==> src/rtl/row_sequencer.sv <==
// row_sequencer: per-lane CSR row drain from FWFT len/val/col FIFOs onto registered valid/ready element streams.
// Optional: define ROW_SEQ_COUNT_EN to add rows_cnt, a per-lane 16-bit count of completed rows.
module row_sequencer #(
    parameter int LANES  = 4,
    parameter int DATA_W = 8
) (
    input  logic                    clk,
    input  logic                    rst,
    input  logic                    en,
    input  logic [LANES*DATA_W-1:0] val_in,
    input  logic [LANES*DATA_W-1:0] col_in,
    input  logic [LANES*DATA_W-1:0] len_in,
    input  logic [LANES-1:0]        val_empty,
    input  logic [LANES-1:0]        col_empty,
    input  logic [LANES-1:0]        len_empty,
    output logic [LANES-1:0]        val_read,
    output logic [LANES-1:0]        col_read,
    output logic [LANES-1:0]        len_read,
    output logic [LANES-1:0]        elem_valid,
    input  logic [LANES-1:0]        elem_ready,
    output logic [LANES*DATA_W-1:0] elem_val,
    output logic [LANES*DATA_W-1:0] elem_col,
    output logic [LANES-1:0]        elem_last,
    output logic [LANES-1:0]        row_done
`ifdef ROW_SEQ_COUNT_EN
    ,
    output logic [LANES*16-1:0]     rows_cnt
`endif
);
    typedef enum logic [1:0] {IDLE, ZERO, STREAM, DRAIN} state_t;

    for (genvar i = 0; i < LANES; i++) begin : g_lane
        state_t            r_state;
        logic [DATA_W-1:0] r_rem, r_val, r_col;
        logic              r_valid, r_last, r_done;
        logic              w_len_rd, w_pop, w_acc, w_fin;
        // Pop strobes are gated by rst so nothing leaves the FIFOs while reset is held.
        assign w_len_rd = !rst && r_state == IDLE && en && !len_empty[i];
        assign w_acc    = r_valid && elem_ready[i];
        assign w_pop    = !rst && r_state == STREAM && !val_empty[i] && !col_empty[i] && (!r_valid || elem_ready[i]);
        assign w_fin    = r_state == ZERO || (r_state == DRAIN && w_acc);
        always_ff @(posedge clk or posedge rst) begin
            if (rst) begin
                r_state <= IDLE;
                r_rem   <= '0;
                r_val   <= '0;
                r_col   <= '0;
                r_valid <= 1'b0;
                r_last  <= 1'b0;
                r_done  <= 1'b0;
            end else begin
                r_done <= w_fin;
                if (w_pop) begin
                    r_val   <= val_in[i*DATA_W +: DATA_W];
                    r_col   <= col_in[i*DATA_W +: DATA_W];
                    r_valid <= 1'b1;
                    r_last  <= r_rem == DATA_W'(1);
                    r_rem   <= r_rem - DATA_W'(1);
                end else if (w_acc) begin
                    r_valid <= 1'b0;
                end
                if (w_len_rd) begin
                    r_rem   <= len_in[i*DATA_W +: DATA_W];
                    r_state <= (len_in[i*DATA_W +: DATA_W] == '0) ? ZERO : STREAM;
                end else if (w_pop && r_rem == DATA_W'(1)) begin
                    r_state <= DRAIN;
                end else if (w_fin) begin
                    r_state <= IDLE;
                end
            end
        end
        assign len_read[i]                  = w_len_rd;
        assign val_read[i]                  = w_pop;
        assign col_read[i]                  = w_pop;
        assign elem_valid[i]                = r_valid;
        assign elem_last[i]                 = r_last;
        assign row_done[i]                  = r_done;
        assign elem_val[i*DATA_W +: DATA_W] = r_val;
        assign elem_col[i*DATA_W +: DATA_W] = r_col;
`ifdef ROW_SEQ_COUNT_EN
        logic [15:0] r_cnt;
        always_ff @(posedge clk or posedge rst) begin
            if (rst) r_cnt <= '0;
            else if (w_fin) r_cnt <= r_cnt + 16'd1;
        end
        assign rows_cnt[i*16 +: 16] = r_cnt;
`endif
    end
endmodule

==> config.mk <==
export PLATFORM = sky130hd
export DESIGN_NAME = row_sequencer
export DESIGN_NICKNAME = d
export VERILOG_FILES = /design/src/rtl/row_sequencer.sv
export SDC_FILE = /design/constraint.sdc
export NUM_CORES = 1
export LEC_CHECK = 0
export CAP_MARGIN = 20
export CORE_UTILIZATION = 41
export CTS_BUF_LIST = sky130_fd_sc_hd__clkbuf_4 sky130_fd_sc_hd__clkbuf_8
export DETAILED_ROUTE_END_ITERATION = 6
export PLACE_DENSITY = 0.78
export SETUP_SLACK_MARGIN = 0.02
export SLEW_MARGIN = 10
export SYNTH_ARGS = -nofsm -noshare
export SYNTH_HDL_FRONTEND = slang
export SYNTH_SLANG_ARGS = --single-unit
==> constraint.sdc <==
create_clock -name clk -period 4.15 [get_ports clk]
set_clock_uncertainty 0.05 [all_clocks]
set_input_delay 0.83 -clock clk [delete_from_list [all_inputs] [get_ports clk]]
set_output_delay 0.83 -clock clk [all_outputs]
set_load 0.02 [all_outputs]
======== Word-level counts from Yosys, hierarchy flattened ========
Cells that the tools add are included.
storage, ports and cells
  bits in latches ......................... 0
  logic and storage cells ................. 165
  ROM bits ................................ 0
  memories ................................ 0
  memory bits (writable) .................. 0
  bits in registers ....................... 116
operators by class
  order comparisons ....................... 0
  reduce and logical (&&, ||, !) cells .... 85
  shift operators ......................... 0
  $mul .................................... 0
  multiplexer cells ....................... 32
  div/mod/pow operators ................... 0
  bitwise logic cells ..................... 0
  add/sub/neg operators ................... 4
  equal/unequal tests ..................... 16
operators with widths
  kind                                               count
  2-to-1 mux 8 bit                                   8
  logical AND 1 bit                                  40
  == test 8 x 1 -> 1 bit (second input constant)     4
  zero test 8 bit                                    4
  2-to-1 mux 2 bit                                   16
  subtractor 8 x 1 -> 8 bit (second input constant)  4
  zero test 1 bit                                    17
  == test 2 bit (second input constant)              8
  nonzero test 2 bit                                 8
  nonzero test 3 bit                                 4
  == test 2 x 1 -> 1 bit (second input constant)     4
  zero test 2 bit                                    4
  logical OR 1 bit                                   8
  2-to-1 mux 1 bit                                   8

======== Depth between registers and ports, before layout ========
  depth after elaboration ................. 8
  depth in mapped cells ................... 7

======== Worst setup path after synthesis ========
OpenSTA, ideal clock, no wires.
  path type ............................... input to output
  from .................................... input rst
  to ...................................... output len_read[0]
  stages on the path ...................... 5
  buffers on the path ..................... 2
  setup slack ............................. 1.225 ns
  data required time ...................... 3.270 ns
  arrival time ............................ 2.045 ns
  cells stage by stage .................... nand2b_1 > or4_1 > inv_1 > buf_1 > buf_4
on the way
  word-level cells in the longest chain between the ends .. 4
ends and longest elaborated chain
  element                           line  source
  from (decl)                       8     input logic rst,
  zero test 1 bit (no source line)  n/a
  logical AND 1 bit (3 in series)   38    assign w_len_rd = !rst && r_state == IDLE && en && !len_empty[i];
  to (decl)                         18    output logic [LANES-1:0] len_read,
No other way between the ends.

======== Worst setup path after layout ========
  from .................................... input rst
  to ...................................... output col_read[0]
on the way
  word-level cells in the longest chain between the ends .. 5
ends and longest elaborated chain
  element                           line  source
  zero test 1 bit (no source line)  n/a
  logical AND 1 bit (4 in series)   40    assign w_pop = !rst && r_state == STREAM && !val_empty[i] && !col_empty[i] && (!r_valid || elem_ready[i]);
  to (decl)                         17    output logic [LANES-1:0] col_read,
No other way between the ends.

==> out/qor.yml <==
finish:
  multi_input_area_sq_mm: 0.002125
  final_common_cell: "clkdlybuf4s50_1"
  fillers: 1078
  drive_above_1_share_pct: 14.84
  layout_common_cells: "clkdlybuf4s50_1 (202), dfrtp_1 (116), nand2_1 (87), mux2_2 (50), inv_1 (23)"
  seqCellArea_sq_mm: 0.002903
  area.growth.synth_to_final_pct: 46.35
  num_antenna_cells: 0
  nets: 812
pwr:
  irDropWorstVdd_mv: 0.3286
  p_seq_share_pct: 39.4
  power.share.clock_pct: 22.5
  switchingPower_mw: 1.602
  p_comb_share_pct: 38.0
  p_int_mw: 3.086
  sw_frac_of_total_pct: 34.17
  power_mw: 4.687
  p_leak_nw: 3.409
  p_per_area_mw_per_mm2: 595.6
worst_hold_path:
  hold_class: "reg -> reg"
critical_path:
  worstPathCellList: "clkdlybuf4s50_1, buf_4, or3b_1, nor4_4, clkdlybuf4s50_1"
  worstPathRequired_ps: 3270
  cpMostUsedCell: "clkdlybuf4s50_1"
  crit_type: "in -> out"
  end_kind: "output port"
  cp_slowest_stage_delay_ps: 670
  cp-start-kind: "input port"
  crit_arrival_ps: 2910
  crit_fanout: 5
  crit_path_top_delay_cell: "clkdlybuf4s50_1"
synthesis:
  synth_cell_types: 52
  synthArstFlopShare_pct: 100.0
  ys.flop_type: "dfrtp_1"
  synth-warning-count: 0
  synth-seq-cells: 116
  synth_compound_area_share_pct: 7.794
  synthAdderAreaFrac_pct: 1.861
  muxShareOfSynthArea_pct: 11.59
  ys_seq_area_share_pct: 53.98
  yosys.area_share.simple_pct: 17.61
  synth_xor_area_share_pct: 0.6515
  avgSynthCellArea_sq_um: 10.91
  synth_edf_count: 0
  synth_fp_nets: 616
  syn_inst: 493
  synth_area_sq_mm: 0.005378
  synth_top_family_by_area: "simple AND/OR/NAND/NOR gates"
global_route:
  grt_max_degree: 66
  grt_pass1_vias: 4668
  grt_pass1_wl_mm: 22.12
  antenna_found_initial: 0
  overflow: 0
  grt.total_usage_pct: 21.61
route:
  dr_wl_met2_mm: 6.806
  drc: 0
  via_count: 4466
  vias_per_cell: 5.116
  detail_route.wl_per_cell_um: 15.88
  met3_length_mm: 1.146
  wl_mm: 13.86
  dr.max_layer_used: "met4"
  drt_first_iter_violations: 160
  dr.pass1.iters: 4
  wl_met1_mm: 5.593
  ant_nets: 0
sta:
  setup_viol: 0
  hold_viol_final: 0
  rsz0062_at_grt: "false"
  achievable-frequency_mhz: 263.8
  drv_slew: 0
  worst_slew_pin_slew_ps: 814.4
  fin_crit_sh_pct: 91.34
  tns_ps: 0
  timing.final.crit_period_ps: 3791
  layout_setup_ws_ps: 359.4
  slew_headroom_pct: 45.70
cts:
  cts_root_buf: "clkbuf_8"
  hold_buffers: 0
  cts_sinks: 116
  clock_latency_ps: 440
  numCtsBuffers: 17
  path_clk_slew_ps: 60
  cts_tree: "built"
  cts_buffer_depth: 2
  ctsHtreeMaxLevel: 4
  cts.repair.resized: 0
  postCtsSetupBuffers: 0
place:
  port_buffers: 202
  gp_congestion: 0.8343
  pre_cts_slack_ps: 362.9
  hpwlAfterDp_mm: 10.21
floorplanning:
  row_count: 41
  die_y_um: 116.5
  start_util_pct: 42.27
  fp.dieW_um: 116.5
  core_area_sq_mm: 0.01272
  io_pins: 203
  die-area_sq_mm: 0.01358
job:
  max_cap_violations: 0
status:
  outcome: "complete, no violations"
worst max-delay path, delay by kind of cell:
family / cells / cell delay (ps)
buffers and inverters: 3 / 1330
and+or+nand+nor: 2 / 750
cell usage after synthesis (all sizes together), types with 2 or more instances:
library cell	n	area, sq um
dfrtp	116	2903
buf	33	230.2
o31ai	3	22.52
nor4	12	90.09
nand2	87	326.6
a211o	2	17.52
a21boi	4	30.03
a221o	8	80.08
or3	4	25.02
nand4	8	50.05
nor3	8	40.04
nand3	18	90.09
o311ai	6	52.55
nand2b	7	43.79
o211ai	9	67.56
mux2i	6	60.06
or4	11	82.58
ha	8	100.1
and3	3	18.77
clkbuf	8	30.03
nor2	18	67.56
o21ai	9	45.04
xor2	3	26.28
nor3b	5	42.54
mux2	50	563.0
inv	24	90.09
a31oi	2	12.51
nor2b	2	12.51
power groups by stage:
stage               combinational [mW]  clock, mW  sequential [mW]
CTS                               1.80       1.08             1.85
finish                            1.78       1.06             1.85
global placement                  1.74          0             1.83
global route                      1.93       1.14             1.91
floorplan                        0.685          0             2.11
detailed placement                1.79          0             1.86
cell type report:
cell class / count / share of cell area, %
timing repair buffer: 218 / 27.22
clock inverter: 12 / 1.749
clock buffer: 19 / 3.243
inverter: 24 / 1.176
sequential: 116 / 36.88
multi-input combinational: 312 / 27.00
tap: 172 / 2.734
per-layer routing:
layer	global-route usage, %	vias up
li1	-	2110
met1	24.16	2151
met2	36.92	180
met3	7.680	25
met4	9.829	0
met5	0	-
metrics by stage:
step	hold slack [ps]	utilization, %	std cells	area (sq um)
floorplan	398.2	-	493	5378
global placement	407.5	58.77	842	7477
detailed placement	414.6	58.77	842	7477
CTS	430.6	61.86	873	7870
global route	463.9	61.86	873	7870
finish	426.4	61.86	873	7870
registers in the layout (all words and copies together), names as in the netlist:
signal          count
g_lane.r_col       32
g_lane.r_done       4
g_lane.r_last       4
g_lane.r_rem       32
g_lane.r_state      8
g_lane.r_val       32
g_lane.r_valid      4
logic make-up (layout without fill, tap and decap cells):
family,Yosys count,after routing
flip-flops,116,116
multiplexers,56,56
XOR/XNOR,4,4
adder cells (fa/ha/maj),8,8
buffers and inverters,65,273
AO/OA/AOI/OAI,54,54
AND/OR/NAND/NOR,190,190
worst paths after layout:
check / start / end / slack [ps] / depth (start not counted)
max: rst / col_read[0] / 360 / 5
min: g_lane[1].r_val[6] / g_lane[1].r_val[6] / 430 / 2
max reg2reg: g_lane[0].r_state[0] / g_lane[0].r_rem[2] / 1850 / 5
min reg2reg: g_lane[1].r_val[6] / g_lane[1].r_val[6] / 430 / 2
max in group asynchronous: rst / g_lane[2].r_done / 2200 / 4
min in group asynchronous: rst / g_lane[2].r_val[1] / 1070 / 3
Power figures use the tool's default switching activity.
